==> config.mk <==
export PLATFORM = sky130hd
export DESIGN_NAME = pes_wm_plant_flat
export DESIGN_NICKNAME = d
export VERILOG_FILES = /design/src/rtl/pes_wm_plant_if.sv /design/src/rtl/pes_wm_plant.sv /design/src/flat_wrapper.sv
export SDC_FILE = /design/constraint.sdc
export NUM_CORES = 1
export LEC_CHECK = 0
export CAP_MARGIN = 20
export CELL_PAD_IN_SITES_DETAIL_PLACEMENT = 0
export CELL_PAD_IN_SITES_GLOBAL_PLACEMENT = 2
export CORE_ASPECT_RATIO = 0.75
export CORE_MARGIN = 2
export CORE_UTILIZATION = 33
export CTS_CLUSTER_DIAMETER = 40
export DETAILED_ROUTE_END_ITERATION = 12
export GPL_TIMING_DRIVEN = 0
export PLACE_DENSITY_LB_ADDON = 0.3
export SETUP_SLACK_MARGIN = 0.15
export SLEW_MARGIN = 10
export SYNTH_ARGS = -nofsm -noshare
export SYNTH_HDL_FRONTEND = slang
export SYNTH_SLANG_ARGS = --single-unit
==> constraint.sdc <==
create_clock -name clk -period 2.1 [get_ports clk]
set_input_delay 0.21 -clock clk [delete_from_list [all_inputs] [get_ports clk]]
set_output_delay 0.21 -clock clk [all_outputs]
set_load 0.02 [all_outputs]
==> src/rtl/pes_wm_plant_if.sv <==
// Controller <-> washing-machine plant bundle: actuator commands one way, sensor/timer status back.
interface pes_wm_plant_if #(
  parameter int LEVEL_W = 8
);
  logic               door_lock;
  logic               fill_value_on;
  logic               drain_value_on;
  logic               motor_on;
  logic               soap_wash;
  logic               water_wash;
  logic               done;
  logic               filled;
  logic               drained;
  logic               detergent_added;
  logic               cycle_timeout;
  logic               spin_timeout;
  logic [LEVEL_W-1:0] level;
  logic               interlock_fault;

  modport master (
    output door_lock, fill_value_on, drain_value_on, motor_on, soap_wash, water_wash, done,
    input  filled, drained, detergent_added, cycle_timeout, spin_timeout, level, interlock_fault
  );

  modport slave (
    input  door_lock, fill_value_on, drain_value_on, motor_on, soap_wash, water_wash, done,
    output filled, drained, detergent_added, cycle_timeout, spin_timeout, level, interlock_fault
  );
endinterface

==> src/rtl/pes_wm_plant.sv <==
// Washing-machine plant model: water level, motor/spin timers, detergent dispenser, sticky interlock fault.
// Optional slow leak while idle is compiled in when WM_PLANT_LEAK_EN is defined.
module pes_wm_plant #(
  parameter int LEVEL_W     = 8,
  parameter int FULL_LEVEL  = 200,
  parameter int FILL_RATE   = 4,
  parameter int DRAIN_RATE  = 8,
  parameter int CNT_W       = 16,
  parameter int CYCLE_TICKS = 1000,
  parameter int SPIN_TICKS  = 500,
  parameter int DET_TICKS   = 20,
  parameter int LEAK_PERIOD = 64
) (
  input  logic            clk,
  input  logic            reset,
  pes_wm_plant_if.slave   wm
);

  typedef enum logic [1:0] {D_IDLE, D_DISPENSE, D_ADDED} disp_e;

  disp_e              disp_q, disp_d;
  logic [CNT_W-1:0]   dcnt_q, dcnt_d;
  logic [CNT_W-1:0]   cyc_q, cyc_d, spin_q, spin_d;
  logic               cyc_to_q, cyc_to_d, spin_to_q, spin_to_d;
  logic [LEVEL_W-1:0] level_q, level_d;
  logic               fault_q, fault_d;
  logic [LEVEL_W:0]   fill_sum;
  logic [LEVEL_W-1:0] fill_sat, drain_sat;
  logic               cyc_run, spin_run, disp_start;
  logic [CNT_W-1:0]   dcnt_inc;

  // Arithmetic one bit wider than the level so overflow/underflow can be clamped.
  assign fill_sum  = {1'b0, level_q} + (LEVEL_W+1)'(FILL_RATE);
  assign fill_sat  = (fill_sum >= (LEVEL_W+1)'(FULL_LEVEL)) ? LEVEL_W'(FULL_LEVEL) : fill_sum[LEVEL_W-1:0];
  assign drain_sat = ({1'b0, level_q} < (LEVEL_W+1)'(DRAIN_RATE)) ? '0 : level_q - LEVEL_W'(DRAIN_RATE);

`ifdef WM_PLANT_LEAK_EN
  localparam int LEAK_W = (LEAK_PERIOD > 1) ? $clog2(LEAK_PERIOD) : 1;
  logic [LEAK_W-1:0] leak_q, leak_d;
  logic              leak_run, leak_tick;

  assign leak_run  = !wm.fill_value_on && !wm.drain_value_on && (level_q != '0);
  assign leak_tick = leak_run && (leak_q == LEAK_W'(LEAK_PERIOD-1));
  assign leak_d    = (leak_run && !leak_tick) ? leak_q + LEAK_W'(1) : '0;

  always_ff @(posedge clk or posedge reset) begin
    if (reset) leak_q <= '0;
    else       leak_q <= leak_d;
  end
`else
  logic unused_leak_cfg;
  assign unused_leak_cfg = (LEAK_PERIOD > 0);
`endif

  always_comb begin
    level_d = level_q;
    if (wm.fill_value_on && !wm.drain_value_on) begin
      if (wm.door_lock) level_d = fill_sat;
    end else if (wm.drain_value_on && !wm.fill_value_on) begin
      level_d = drain_sat;
    end
`ifdef WM_PLANT_LEAK_EN
    if (leak_tick) level_d = level_q - LEVEL_W'(1);
`endif
  end

  // Timers restart from zero whenever their run condition drops.
  assign cyc_run   = wm.motor_on && wm.door_lock;
  assign spin_run  = wm.drain_value_on && wm.water_wash && wm.door_lock;
  assign cyc_to_d  = cyc_run && (cyc_q == CNT_W'(CYCLE_TICKS-1));
  assign spin_to_d = spin_run && (spin_q == CNT_W'(SPIN_TICKS-1));
  assign cyc_d     = (cyc_run && !cyc_to_d) ? cyc_q + CNT_W'(1) : '0;
  assign spin_d    = (spin_run && !spin_to_d) ? spin_q + CNT_W'(1) : '0;

  assign disp_start = wm.soap_wash && !wm.water_wash && wm.door_lock &&
                      !wm.fill_value_on && !wm.drain_value_on && !wm.motor_on;
  assign dcnt_inc   = dcnt_q + CNT_W'(1);

  always_comb begin
    disp_d = disp_q;
    dcnt_d = dcnt_q;
    case (disp_q)
      D_IDLE: begin
        if (disp_start) begin
          disp_d = D_DISPENSE;
          dcnt_d = '0;
        end
      end
      D_DISPENSE: begin
        if (!wm.door_lock) begin
          disp_d = D_IDLE;
        end else begin
          dcnt_d = dcnt_inc;
          if (dcnt_inc >= CNT_W'(DET_TICKS-1)) disp_d = D_ADDED;
        end
      end
      D_ADDED: begin
        if (!wm.door_lock || wm.done) disp_d = D_IDLE;
      end
      default: disp_d = D_IDLE;
    endcase
  end

  assign fault_d = fault_q ||
                   ((wm.fill_value_on || wm.motor_on) && !wm.door_lock) ||
                   (wm.fill_value_on && wm.drain_value_on);

  always_ff @(posedge clk or posedge reset) begin
    if (reset) begin
      level_q   <= '0;
      cyc_q     <= '0;
      spin_q    <= '0;
      cyc_to_q  <= 1'b0;
      spin_to_q <= 1'b0;
      disp_q    <= D_IDLE;
      dcnt_q    <= '0;
      fault_q   <= 1'b0;
    end else begin
      level_q   <= level_d;
      cyc_q     <= cyc_d;
      spin_q    <= spin_d;
      cyc_to_q  <= cyc_to_d;
      spin_to_q <= spin_to_d;
      disp_q    <= disp_d;
      dcnt_q    <= dcnt_d;
      fault_q   <= fault_d;
    end
  end

  assign wm.level           = level_q;
  assign wm.filled          = (level_q == LEVEL_W'(FULL_LEVEL));
  assign wm.drained         = (level_q == '0);
  assign wm.detergent_added = (disp_q == D_ADDED);
  assign wm.cycle_timeout   = cyc_to_q;
  assign wm.spin_timeout    = spin_to_q;
  assign wm.interlock_fault = fault_q;

endmodule

==> src/flat_wrapper.sv <==
// flat-port wrapper written by rule: the top's interface ports become plain ports
module pes_wm_plant_flat 
#(
  parameter int LEVEL_W     = 8,
  parameter int FULL_LEVEL  = 200,
  parameter int FILL_RATE   = 4,
  parameter int DRAIN_RATE  = 8,
  parameter int CNT_W       = 16,
  parameter int CYCLE_TICKS = 1000,
  parameter int SPIN_TICKS  = 500,
  parameter int DET_TICKS   = 20,
  parameter int LEAK_PERIOD = 64
)
  (clk, reset, wm_door_lock, wm_fill_value_on, wm_drain_value_on, wm_motor_on, wm_soap_wash, wm_water_wash, wm_done, wm_filled, wm_drained, wm_detergent_added, wm_cycle_timeout, wm_spin_timeout, wm_level, wm_interlock_fault);
  pes_wm_plant_if #(.LEVEL_W(LEVEL_W)) wm_i ();
  input  logic clk;
  input  logic reset;
  input wire logic [$bits(wm_i.door_lock)-1:0] wm_door_lock;
  input wire logic [$bits(wm_i.fill_value_on)-1:0] wm_fill_value_on;
  input wire logic [$bits(wm_i.drain_value_on)-1:0] wm_drain_value_on;
  input wire logic [$bits(wm_i.motor_on)-1:0] wm_motor_on;
  input wire logic [$bits(wm_i.soap_wash)-1:0] wm_soap_wash;
  input wire logic [$bits(wm_i.water_wash)-1:0] wm_water_wash;
  input wire logic [$bits(wm_i.done)-1:0] wm_done;
  output wire logic [$bits(wm_i.filled)-1:0] wm_filled;
  output wire logic [$bits(wm_i.drained)-1:0] wm_drained;
  output wire logic [$bits(wm_i.detergent_added)-1:0] wm_detergent_added;
  output wire logic [$bits(wm_i.cycle_timeout)-1:0] wm_cycle_timeout;
  output wire logic [$bits(wm_i.spin_timeout)-1:0] wm_spin_timeout;
  output wire logic [$bits(wm_i.level)-1:0] wm_level;
  output wire logic [$bits(wm_i.interlock_fault)-1:0] wm_interlock_fault;
  assign wm_i.door_lock = wm_door_lock;
  assign wm_i.fill_value_on = wm_fill_value_on;
  assign wm_i.drain_value_on = wm_drain_value_on;
  assign wm_i.motor_on = wm_motor_on;
  assign wm_i.soap_wash = wm_soap_wash;
  assign wm_i.water_wash = wm_water_wash;
  assign wm_i.done = wm_done;
  assign wm_filled = wm_i.filled;
  assign wm_drained = wm_i.drained;
  assign wm_detergent_added = wm_i.detergent_added;
  assign wm_cycle_timeout = wm_i.cycle_timeout;
  assign wm_spin_timeout = wm_i.spin_timeout;
  assign wm_level = wm_i.level;
  assign wm_interlock_fault = wm_i.interlock_fault;
  pes_wm_plant #(.LEVEL_W(LEVEL_W), .FULL_LEVEL(FULL_LEVEL), .FILL_RATE(FILL_RATE), .DRAIN_RATE(DRAIN_RATE), .CNT_W(CNT_W), .CYCLE_TICKS(CYCLE_TICKS), .SPIN_TICKS(SPIN_TICKS), .DET_TICKS(DET_TICKS), .LEAK_PERIOD(LEAK_PERIOD)) u_core (.clk(clk), .reset(reset), .wm(wm_i));
endmodule
==> run summary <==
upper clock frequency limit - 481.3 MHz
dpl hpwl - 5804 µm
Internal - 2603 µW
Non-Filler Instances - 586
Die H - 94.01 µm
most numerous cell in the Yosys netlist - nor2_1
worst skew pair latency - 330 ps
largest net degree at the start of global routing - 60
synthesized flop and latch total - 59
hold slack final - 193.9 ps
Max Cap Viol - 0
Hold EP - u_core.wm.cycle_timeout
Post-Synthesis Cells - 403
min-delay src - wm_door_lock
Most used DFF post-synth - dfrtp_1
Critical Path End Type - flip-flop
delay-heaviest family, CP - simple AND/OR/NAND/NOR gates
Switch Pwr - 1258 µW
crit-path cells - ha_4, buf_6, and3_4, buf_8, a31oi_4, o2111ai_2, or4_4, a2bb2oi_2
Post-DRT Antenna Nets - 0
Yosys top cell by area - dfrtp_1
logic gate share of total power - 31.6%
dpl cells - 559
row count - 32
yosys warns - 0
most frequent cells after synthesis - nor2_1, dfrtp_1, nand2_1, o21ai_0, xor2_1
Bufs and invs on worst path - 2
Port Buf Inserts - 19
status - finished, final reports clean
initial core utilization - 34.24%
Switching Fraction - 32.58%
CTS Buffer Depth - 2
clock-pin slew on the worst setup and hold paths - 50 ps
Hold Path Depth - 3
slowest cell delay on critical path - 570 ps
clock network power share - 34.7%
Clock Sinks - 59
worst relative slew slack - 50.50%
CTS tree - yes
Clock Skew - 6.349 ps
sequential share of the synthesized area - 41.42%
r2r endpoint - u_core.disp_q[1]
CTS H-tree lvls - 3
worst r2r src - u_core.dcnt_q[1]
Die Width - 124.0 µm
Post-Route WL - 8747 µm
minimum clock period - 2078 ps
fraction of layout cells with a size suffix above 1 - 17.78%
DRC - 0
setup TNS - 0 ps
Crit path arrival time - 2280 ps
Hold Buf Count CTS - 0
EDFF count, synth - 0
r2r setup slk - 20 ps
worst hold path class - in2reg
vias in the first global route - 2918
R2R depth - 8
Vias/cell - 5.208
Pwr Total - 3861 µW
Worst-Margin Slew - 742.5 ps
RSZ-0062 raised after global routing - true
Final Setup Violations - 0
CP max FO - 4
I/O Pins - 23
Core ar. - 0.01041 mm²
fill cell total of the finished layout - 1043
Worst setup SP type - flip-flop
slowest CP cell - or4_4
die area - 0.01166 mm²
Max IR drop VDD - 0.3653 mV
sequential share of power - 33.7%
Pre-Repair DR Iteration Count - 4
final count of pins violating max slew - 0
Syn-to-layout area delta - 25.59%
total CTS buffers - 9
LEAKAGE - 0.001830 µW
Setup CP Type - reg2reg
PwrDens - 862.5 mW/mm²
Mean Syn Cell Area - 8.845 µm²
DRT iter0 DRCs - 232
initial antenna violation count - 0
Distinct cells, synth - 58
Synth top area share - 41.42%
# nets final - 467
WL per Instance - 14.93 µm
Post-synth ARST share - 100.0%
CP Data Required Time - 2300 ps
gpl congestion - 0.7478
Ant. Diodes - 0
largest cells by area after synthesis - dfrtp_1, nor2_1, ha_1
GRT Total Usage - 16.68%
Hold Vio Cnt, Final - 0
fin crit share - 98.93%
via count - 3052
grt total ovfl - 0
cell chosen for the clock root - clkbuf_16
first-pass GRT wire length - 15040 µm
synthesized cell area - 0.003565 mm²
CP Depth - 8
final core utilization - 43.00%
per-stage QoR:
stage / cell area [µm²] / setup slack [ps]
5_1_grt: 4477 / -31.01
3_5_place_dp: 3949 / -417.2
3_3_place_gp: 3946 / -1016
4_1_cts: 4362 / -32.92
6_report: 4477 / 22.39
2_1_floorplan: 3586 / 0.2138
per-layer routing:
metal / track usage (%) / vias to the layer above / wire length [µm] / share of wire (%)
met4: 4.213 / 0 / 90 / 1.0
met3: 4.733 / 8 / 328 / 3.7
met5: 0 / - / 0 / 0
met2: 24.63 / 52 / 3778 / 43
li1: - / 1529 / - / -
met1: 23.93 / 1463 / 4549 / 52
how the worst max path moves through the flow:
stage                            from  slack [ps]                 end
floorplan            u_core.dcnt_q[1]         0.2    u_core.disp_q[1]
global placement                reset       -1020  u_core.wm.level[3]
detailed placement  wm_drain_value_on        -420  u_core.wm.level[5]
CTS                  u_core.dcnt_q[0]         -30    u_core.disp_q[1]
global route         u_core.dcnt_q[1]         -30    u_core.disp_q[1]
finish               u_core.dcnt_q[1]          20    u_core.disp_q[1]
timing repair:
item	4_1_cts	5_1_grt
pin swaps	6	6
resized for setup	23	44
setup endpoints to repair	29	39
cloned	0	0
buffers inserted	10	1
final cells by class:
cell class | instances | area, µm² | share of cell area, %
multi-input combinational | 303 | 2048 | 45.75
sequential | 59 | 1481 | 33.09
timing repair buffer | 30 | 270.3 | 6.037
clock buffer | 14 | 264.0 | 5.897
buffer | 27 | 173.9 | 3.885
tap | 136 | 170.2 | 3.801
inverter | 15 | 58.81 | 1.314
clock inverter | 2 | 10.01 | 0.2236
registers in the layout (all words and copies together), names as in the netlist:
signal and count:
u_core.wm.spin_timeout 1, u_core.wm.interlock_fault 1, u_core.disp_q 2, u_core.spin_q 16, u_core.cyc_q 16, u_core.wm.level 6
u_core.wm.cycle_timeout 1, u_core.dcnt_q 16
worst min-delay path: cells and delay by family:
kind | cells | cell delay [ps]
and+or+nand+nor | 2 | 110
buffers and inverters | 1 | 150
power groups by stage:
stage	sequential [µW]	combinational [µW]	clock, µW
3_3_place_gp	1350	955	0
5_1_grt	1310	1340	1460
3_5_place_dp	1350	962	0
2_1_floorplan	1390	610	0
4_1_cts	1300	1140	1390
6_report	1300	1220	1340
placed cells by master (no fill, tap or decap), types with 3 or more instances in the layout:
cell	netlist	final
a21oi_1	9	8
a22o_1	3	3
a311oi_1	3	3
a31oi_1	9	7
and2_1	3	3
and3_1	9	8
and4_1	4	4
buf_2	6	6
buf_4	4	18
clkbuf_1	16	6
clkbuf_16	0	9
clkbuf_2	0	8
clkdlybuf4s50_1	0	16
dfrtp_1	59	55
dfrtp_2	0	4
ha_1	13	11
inv_1	15	14
nand2_1	27	26
nand2b_1	3	3
nand3_1	16	16
nand3b_1	3	3
nand4_1	15	15
nor2_1	60	59
nor3_1	9	9
nor4_1	11	7
nor4_2	0	3
o211ai_1	3	3
o21ai_0	27	25
o21ai_1	1	3
o31ai_1	3	3
o41ai_1	3	3
xnor2_1	13	13
xor2_1	18	18
logic make-up after synthesis:
| kind of cell | Yosys count | synth area share [%] |
|---|---|---|
| multiplexers | 1 | 0.2808 |
| flip-flops | 59 | 41.42 |
| AND/OR/NAND/NOR | 173 | 24.85 |
| buffers and inverters | 42 | 5.265 |
| other | 1 | 0.1052 |
| AO/OA/AOI/OAI | 83 | 15.90 |
| XOR/XNOR | 31 | 7.617 |
| adder cells (fa/ha/maj) | 13 | 4.563 |
No activity file was read; power rests on OpenSTA's default activity.
